**config.mk**
```make
export PLATFORM = sky130hd
export DESIGN_NAME = vx_tex_sat_pipe
export DESIGN_NICKNAME = d
export VERILOG_FILES = /design/src/rtl/vx_tex_sat_pipe.sv
export SDC_FILE = /design/constraint.sdc
export NUM_CORES = 1
export LEC_CHECK = 0
export ABC_CLOCK_PERIOD_IN_PS = 4800
export BUFFER_PORTS_ARGS = -buffer_cell sky130_fd_sc_hd__buf_2
export CAP_MARGIN = 20
export CORE_MARGIN = 2
export CORE_UTILIZATION = 51
export DETAILED_ROUTE_END_ITERATION = 10
export PLACE_DENSITY = 0.9
export RECOVER_POWER = 50
export SLEW_MARGIN = 5
export SYNTH_ARGS = -nofsm -noshare
export SYNTH_HDL_FRONTEND = slang
export SYNTH_SLANG_ARGS = --single-unit
```
**constraint.sdc**
```tcl
create_clock -name clk -period 4.8 [get_ports clk]
set_input_delay 0.24 -clock clk [delete_from_list [all_inputs] [get_ports clk]]
set_output_delay 0.24 -clock clk [all_outputs]
set_load 0.01 [all_outputs]
```
**src/rtl/vx_tex_sat_pipe.sv**
```systemverilog
// rtl/vx_tex_sat_pipe.sv - two-stage elastic round/shift + saturating clamp pipeline
// Optional statistics counters are enabled by defining VX_TEX_SAT_STATS_EN.
module vx_tex_sat_pipe #(
    parameter int NUM_CH = 4,
    parameter int IN_W   = 24,
    parameter int OUT_W  = 8,
    parameter int SHIFT  = 0,
    parameter int TAG_W  = 4
) (
    input  logic                    clk,
    input  logic                    reset,
    input  logic                    valid_in,
    output logic                    ready_in,
    input  logic [NUM_CH*IN_W-1:0]  data_in,
    input  logic                    signed_in,
    input  logic [TAG_W-1:0]        tag_in,
    output logic                    valid_out,
    input  logic                    ready_out,
    output logic [NUM_CH*OUT_W-1:0] data_out,
    output logic [TAG_W-1:0]        tag_out,
    output logic [NUM_CH-1:0]       ovf_out,
    output logic [NUM_CH-1:0]       unf_out,
    input  logic                    clear_stats,
    output logic [31:0]             ovf_count,
    output logic [31:0]             unf_count
);

    generate
        if (!(IN_W > OUT_W + SHIFT + 1) || NUM_CH < 1) begin : g_bad_cfg
            $error("vx_tex_sat_pipe: illegal parameter combination");
        end
    endgenerate

    // One extra bit holds the rounding add without wrap; the shifted result keeps that width.
    localparam int SW = IN_W + 1;
    localparam logic signed [SW-1:0] RND_BIAS = SW'((64'd1 << SHIFT) >> 1);
    localparam logic signed [SW-1:0] U_MAX = {{(SW-OUT_W){1'b0}}, {OUT_W{1'b1}}};
    localparam logic signed [SW-1:0] S_MAX = {{(SW-OUT_W+1){1'b0}}, {(OUT_W-1){1'b1}}};
    localparam logic signed [SW-1:0] S_MIN = {{(SW-OUT_W+1){1'b1}}, {(OUT_W-1){1'b0}}};

    logic                   s1_valid;
    logic signed [SW-1:0]   s1_val [NUM_CH];
    logic                   s1_signed;
    logic [TAG_W-1:0]       s1_tag;
    logic signed [SW-1:0]   rnd_val [NUM_CH];
    logic [OUT_W-1:0]       clamp_val [NUM_CH];
    logic [NUM_CH-1:0]      clamp_ovf;
    logic [NUM_CH-1:0]      clamp_unf;
    logic                   s2_adv;

    assign s2_adv   = !valid_out || ready_out;
    assign ready_in = !s1_valid || s2_adv;

    always_comb begin
        for (int i = 0; i < NUM_CH; i++) begin
            rnd_val[i] = ($signed({data_in[i*IN_W+IN_W-1], data_in[i*IN_W +: IN_W]}) + RND_BIAS) >>> SHIFT;
        end
    end

    always_ff @(posedge clk or posedge reset) begin
        if (reset) begin
            s1_valid  <= 1'b0;
            s1_signed <= 1'b0;
            s1_tag    <= '0;
            for (int i = 0; i < NUM_CH; i++) s1_val[i] <= '0;
        end else if (ready_in) begin
            s1_valid <= valid_in;
            if (valid_in) begin
                s1_signed <= signed_in;
                s1_tag    <= tag_in;
                for (int i = 0; i < NUM_CH; i++) s1_val[i] <= rnd_val[i];
            end
        end
    end

    always_comb begin
        clamp_ovf = '0;
        clamp_unf = '0;
        for (int i = 0; i < NUM_CH; i++) begin
            clamp_val[i] = s1_val[i][OUT_W-1:0];
            if (s1_signed) begin
                if (s1_val[i] < S_MIN) begin
                    clamp_val[i] = {1'b1, {(OUT_W-1){1'b0}}};
                    clamp_unf[i] = 1'b1;
                end else if (s1_val[i] > S_MAX) begin
                    clamp_val[i] = {1'b0, {(OUT_W-1){1'b1}}};
                    clamp_ovf[i] = 1'b1;
                end
            end else begin
                if (s1_val[i][SW-1]) begin
                    clamp_val[i] = '0;
                    clamp_unf[i] = 1'b1;
                end else if (s1_val[i] > U_MAX) begin
                    clamp_val[i] = '1;
                    clamp_ovf[i] = 1'b1;
                end
            end
        end
    end

    // Output registers only load when the stage advances, so a stalled beat holds steady.
    always_ff @(posedge clk or posedge reset) begin
        if (reset) begin
            valid_out <= 1'b0;
            data_out  <= '0;
            tag_out   <= '0;
            ovf_out   <= '0;
            unf_out   <= '0;
        end else if (s2_adv) begin
            valid_out <= s1_valid;
            if (s1_valid) begin
                tag_out <= s1_tag;
                ovf_out <= clamp_ovf;
                unf_out <= clamp_unf;
                for (int i = 0; i < NUM_CH; i++) data_out[i*OUT_W +: OUT_W] <= clamp_val[i];
            end
        end
    end

`ifdef VX_TEX_SAT_STATS_EN
    logic out_fire;
    assign out_fire = valid_out && ready_out;

    always_ff @(posedge clk or posedge reset) begin
        if (reset) begin
            ovf_count <= '0;
            unf_count <= '0;
        end else if (clear_stats) begin
            ovf_count <= '0;
            unf_count <= '0;
        end else begin
            if (out_fire && (|ovf_out) && (ovf_count != 32'hFFFF_FFFF)) ovf_count <= ovf_count + 32'd1;
            if (out_fire && (|unf_out) && (unf_count != 32'hFFFF_FFFF)) unf_count <= unf_count + 32'd1;
        end
    end
`else
    logic unused_clear_stats;
    assign unused_clear_stats = clear_stats;
    assign ovf_count = '0;
    assign unf_count = '0;
`endif

endmodule

```
==> metrics.md <==
| Metric | Value |
|---|---|
| GP Congestion | `0.826` |
| Most used cell, CP | `clkbuf_1` |
| CTS tree | `done` |
| Initial antenna violation count | `2` |
| Sink Count | `147` |
| Die Wd | `117 um` |
| Most frequent cells in the layout | `dfrtp_1, buf_2, mux2_2, conb_1, nor2_1` |
| Max cap viols | `1` |
| Reg2reg setup slack | `2350 ps` |
| Tot GR Track Use | `0.209` |
| Post-CTS setup buffers | `0` |
| Initial DRC count | `210` |
| Crit-path slowest cell | `clkbuf_1` |
| Post-synth cell types | `33` |
| Layout area overhead | `18.3%` |
| Clk buf depth | `2` |
| LEAKAGE | `3.48 nW` |
| CP Depth | `3` |
| Ys Warns | `0` |
| CP Data Arrival Time | `2920 ps` |
| Pwr per Cell Area | `between 400 and 500 nW/um2` |
| Number of remaining DRC errors | `0` |
| Most common cell after layout, fill and taps aside | `dfrtp_1` |
| RSZ-0062 raised after global routing | `false` |
| Clock latency at the later pin of the worst-skew pair | `420 ps` |
| Worst Max-Slew Pin Slew | `2570 ps` |
| Post-route antenna net violation count | `0` |
| H-tree levels | `4` |
| Total number of vias | `4,474` |
| Initial Utilization | `0.520` |
| Routed WL per cell | `16.1 um` |
| Largest net degree at the start of global routing | `100` |
| Cell family with most CP delay | `buffers and inverters` |
| CP max stage delay | `1890 ps` |
| Clock-pin slew on the worst setup and hold paths | `60 ps` |
| WP buf/inv | `3` |
| Fin. Hold Viols | `0` |
| Placed cells | `840` |
| Total power | `3.57 mW` |
| NumNets Final | `793` |
| Mean Syn Cell Area | `12.1 um2` |
| Status | `finished with violations` |
| Die height | `between 100 and 150 um` |
| Fin Clk Skew | `7.62 ps` |
| Die area | `about 14,000 um2` |
| Root buf cell | `clkbuf_16` |
| #FFs+latches synth | `147` |
| Setup crit end kind | `asynchronous set/reset pin` |
| DR vias/cell | `about 5` |
| WL final | `14.0 mm` |
| Core area | `12,600 um2` |
| Worst Path Max Fanout | `99` |
| IO Pins | `216` |
| FF-to-FF End | `s1_val[52]` |
| F_max | `339 MHz` |
| First drt pass iteration count | `4` |
| Cells after Synth | `539` |
| R2R cell count | `4` |
| Fin. max-slew vios | `50` |
| Critical path type | `input port to asynchronous set/reset pin` |
| WP data required | `4770 ps` |
| Maximum vdd drop | `0.282 mV` |
| PostCTS Resize Cnt | `0` |
| Row count | `41` |
| Worst slew margin | `-0.714` |
| Vias in the first global route | `4,330` |
| Layout Utilization | `0.615` |
| Fin crit period | `~3000 ps` |
| # hold bufs at CTS | `0` |
| Fin crit share | `0.615` |
| Synthesized area | `6530 um2` |
| Buffers on Ports | `150` |
| Failing checks | `max-capacitance violations, max-slew violations` |
| Final-report setup violation count | `0` |
| Fill count | `1,031` |
| Worst setup SP type | `input port` |
| Reg-to-Reg Start | `s1_valid` |
| Crit-path cells | `clkbuf_1 -> inv_6 -> clkbuf_1` |
| GRT overflow | `0` |
| Layout cells sized above 1 | `0.346` |
| Post-Layout Cell Count | `872` |
| Clock buffer count from CTS | `17` |
| Hold WC Path Type | `input port to asynchronous set/reset pin` |
| Setup TNS | `0 ps` |
| Global-route wire length before repair | `21.5 mm` |
| Post-DP HPWL | `just under 10 mm` |
| Register area share after synthesis | `0.563` |
worst max-delay path by stage:
stage,start,endpoint
2_1_floorplan,reset,data_out[0]
3_3_place_gp,s1_valid,s1_val[64]
3_5_place_dp,s1_valid,s1_val[60]
4_1_cts,s1_valid,s1_val[52]
5_1_grt,reset,s1_val[98]
6_report,reset,s1_val[13]
worst reg2reg max path, delay by kind of cell, from the launching register on:
family	cells	cell delay (ps)
AND/OR/NAND/NOR	2	970
multiplexers	1	400
buffers and inverters	1	490
flip-flops	1	480
cell usage after synthesis:
library cell,count,area share
dfrtp_1,147,0.56
clkdlybuf4s50_2,1,0.0017
o21ai_0,14,0.011
nand4_1,17,0.016
o311ai_0,7,0.0094
a21o_1,3,0.0034
nor4_1,19,0.018
nand3b_1,1,0.0011
mux2_4,1,0.0023
and2_1,5,0.0048
nand2_1,31,0.018
buf_2,13,0.010
buf_4,64,0.074
conb_1,1,0.00057
o31ai_1,1,0.0011
a21oi_1,3,0.0023
and3_1,3,0.0029
a211oi_1,21,0.024
nor2_1,51,0.029
o21bai_1,3,0.0034
a22oi_1,1,0.0011
nand3_1,3,0.0023
and2_2,1,0.0011
clkbuf_4,1,0.0011
o21a_4,1,0.0023
buf_1,1,0.00057
inv_1,2,0.0011
dlygate4sd1_1,1,0.0013
mux2_2,101,0.17
a31oi_1,4,0.0038
nand2b_1,10,0.0096
or4_4,1,0.0017
clkbuf_1,6,0.0034
sequential cells by signal (all words and copies together), names as in the netlist:
signal     count
s1_val        96
data_out      32
valid_out      1
s1_signed      1
s1_valid       1
unf_out        4
ovf_out        4
tag_out        4
s1_tag         4
stage by stage:
| stage | cell area [um2] | setup slack (ps) | hold WS, ps |
|---|---|---|---|
| 2_1_floorplan | 6770 | 609 | 348 |
| 3_3_place_gp | 7170 | 2380 | 442 |
| 3_5_place_dp | 7170 | 2340 | 455 |
| 4_1_cts | 7790 | 2300 | 33.3 |
| 5_1_grt | 7730 | 1170 | 38.5 |
| 6_report | 7730 | 1850 | 27.7 |
layer usage:
layer | global-route usage | up-vias | wire [um]
met2 | 0.354 | 183 | 7200
met5 | 0 | - | 13
met1 | 0.255 | 2179 | 5800
li1 | - | 2082 | -
met3 | 0.0458 | 28 | 635
met4 | 0.0996 | 2 | 355
report_power, final:
part | switching [mW] | internal (mW) | total [mW]
Combinational | 0.310 | 0.261 | 0.571
Clock | 0.494 | 0.892 | 1.39
Sequential | 0.159 | 1.46 | 1.62
layout make-up:
cell class | instances | area [um2] | share of cell area
clock buffers | 21 | 460 | 0.0596
flip-flops and latches | 147 | 3680 | 0.476
well taps | 172 | 215 | 0.0278
diodes | 1 | 2.50 | 0.000324
inverters | 2 | 12.5 | 0.00162
clock inverters | 10 | 156 | 0.0202
repair buffers | 153 | 712 | 0.0921
multi-input cells | 366 | 2490 | 0.322
cell families (layout without fill, tap and decap cells):
logic type / count (synthesis) / in the layout / share of synthesized area
AOI/OAI and AO/OA: 58 / 58 / 0.0619
buffers and inverters: 89 / 186 / 0.0929
DFF: 147 / 147 / 0.563
muxes: 102 / 102 / 0.176
other: 1 / 65 / 0.000574
and+or+nand+nor: 142 / 142 / 0.105
No activity file was read; power rests on OpenSTA's default activity.
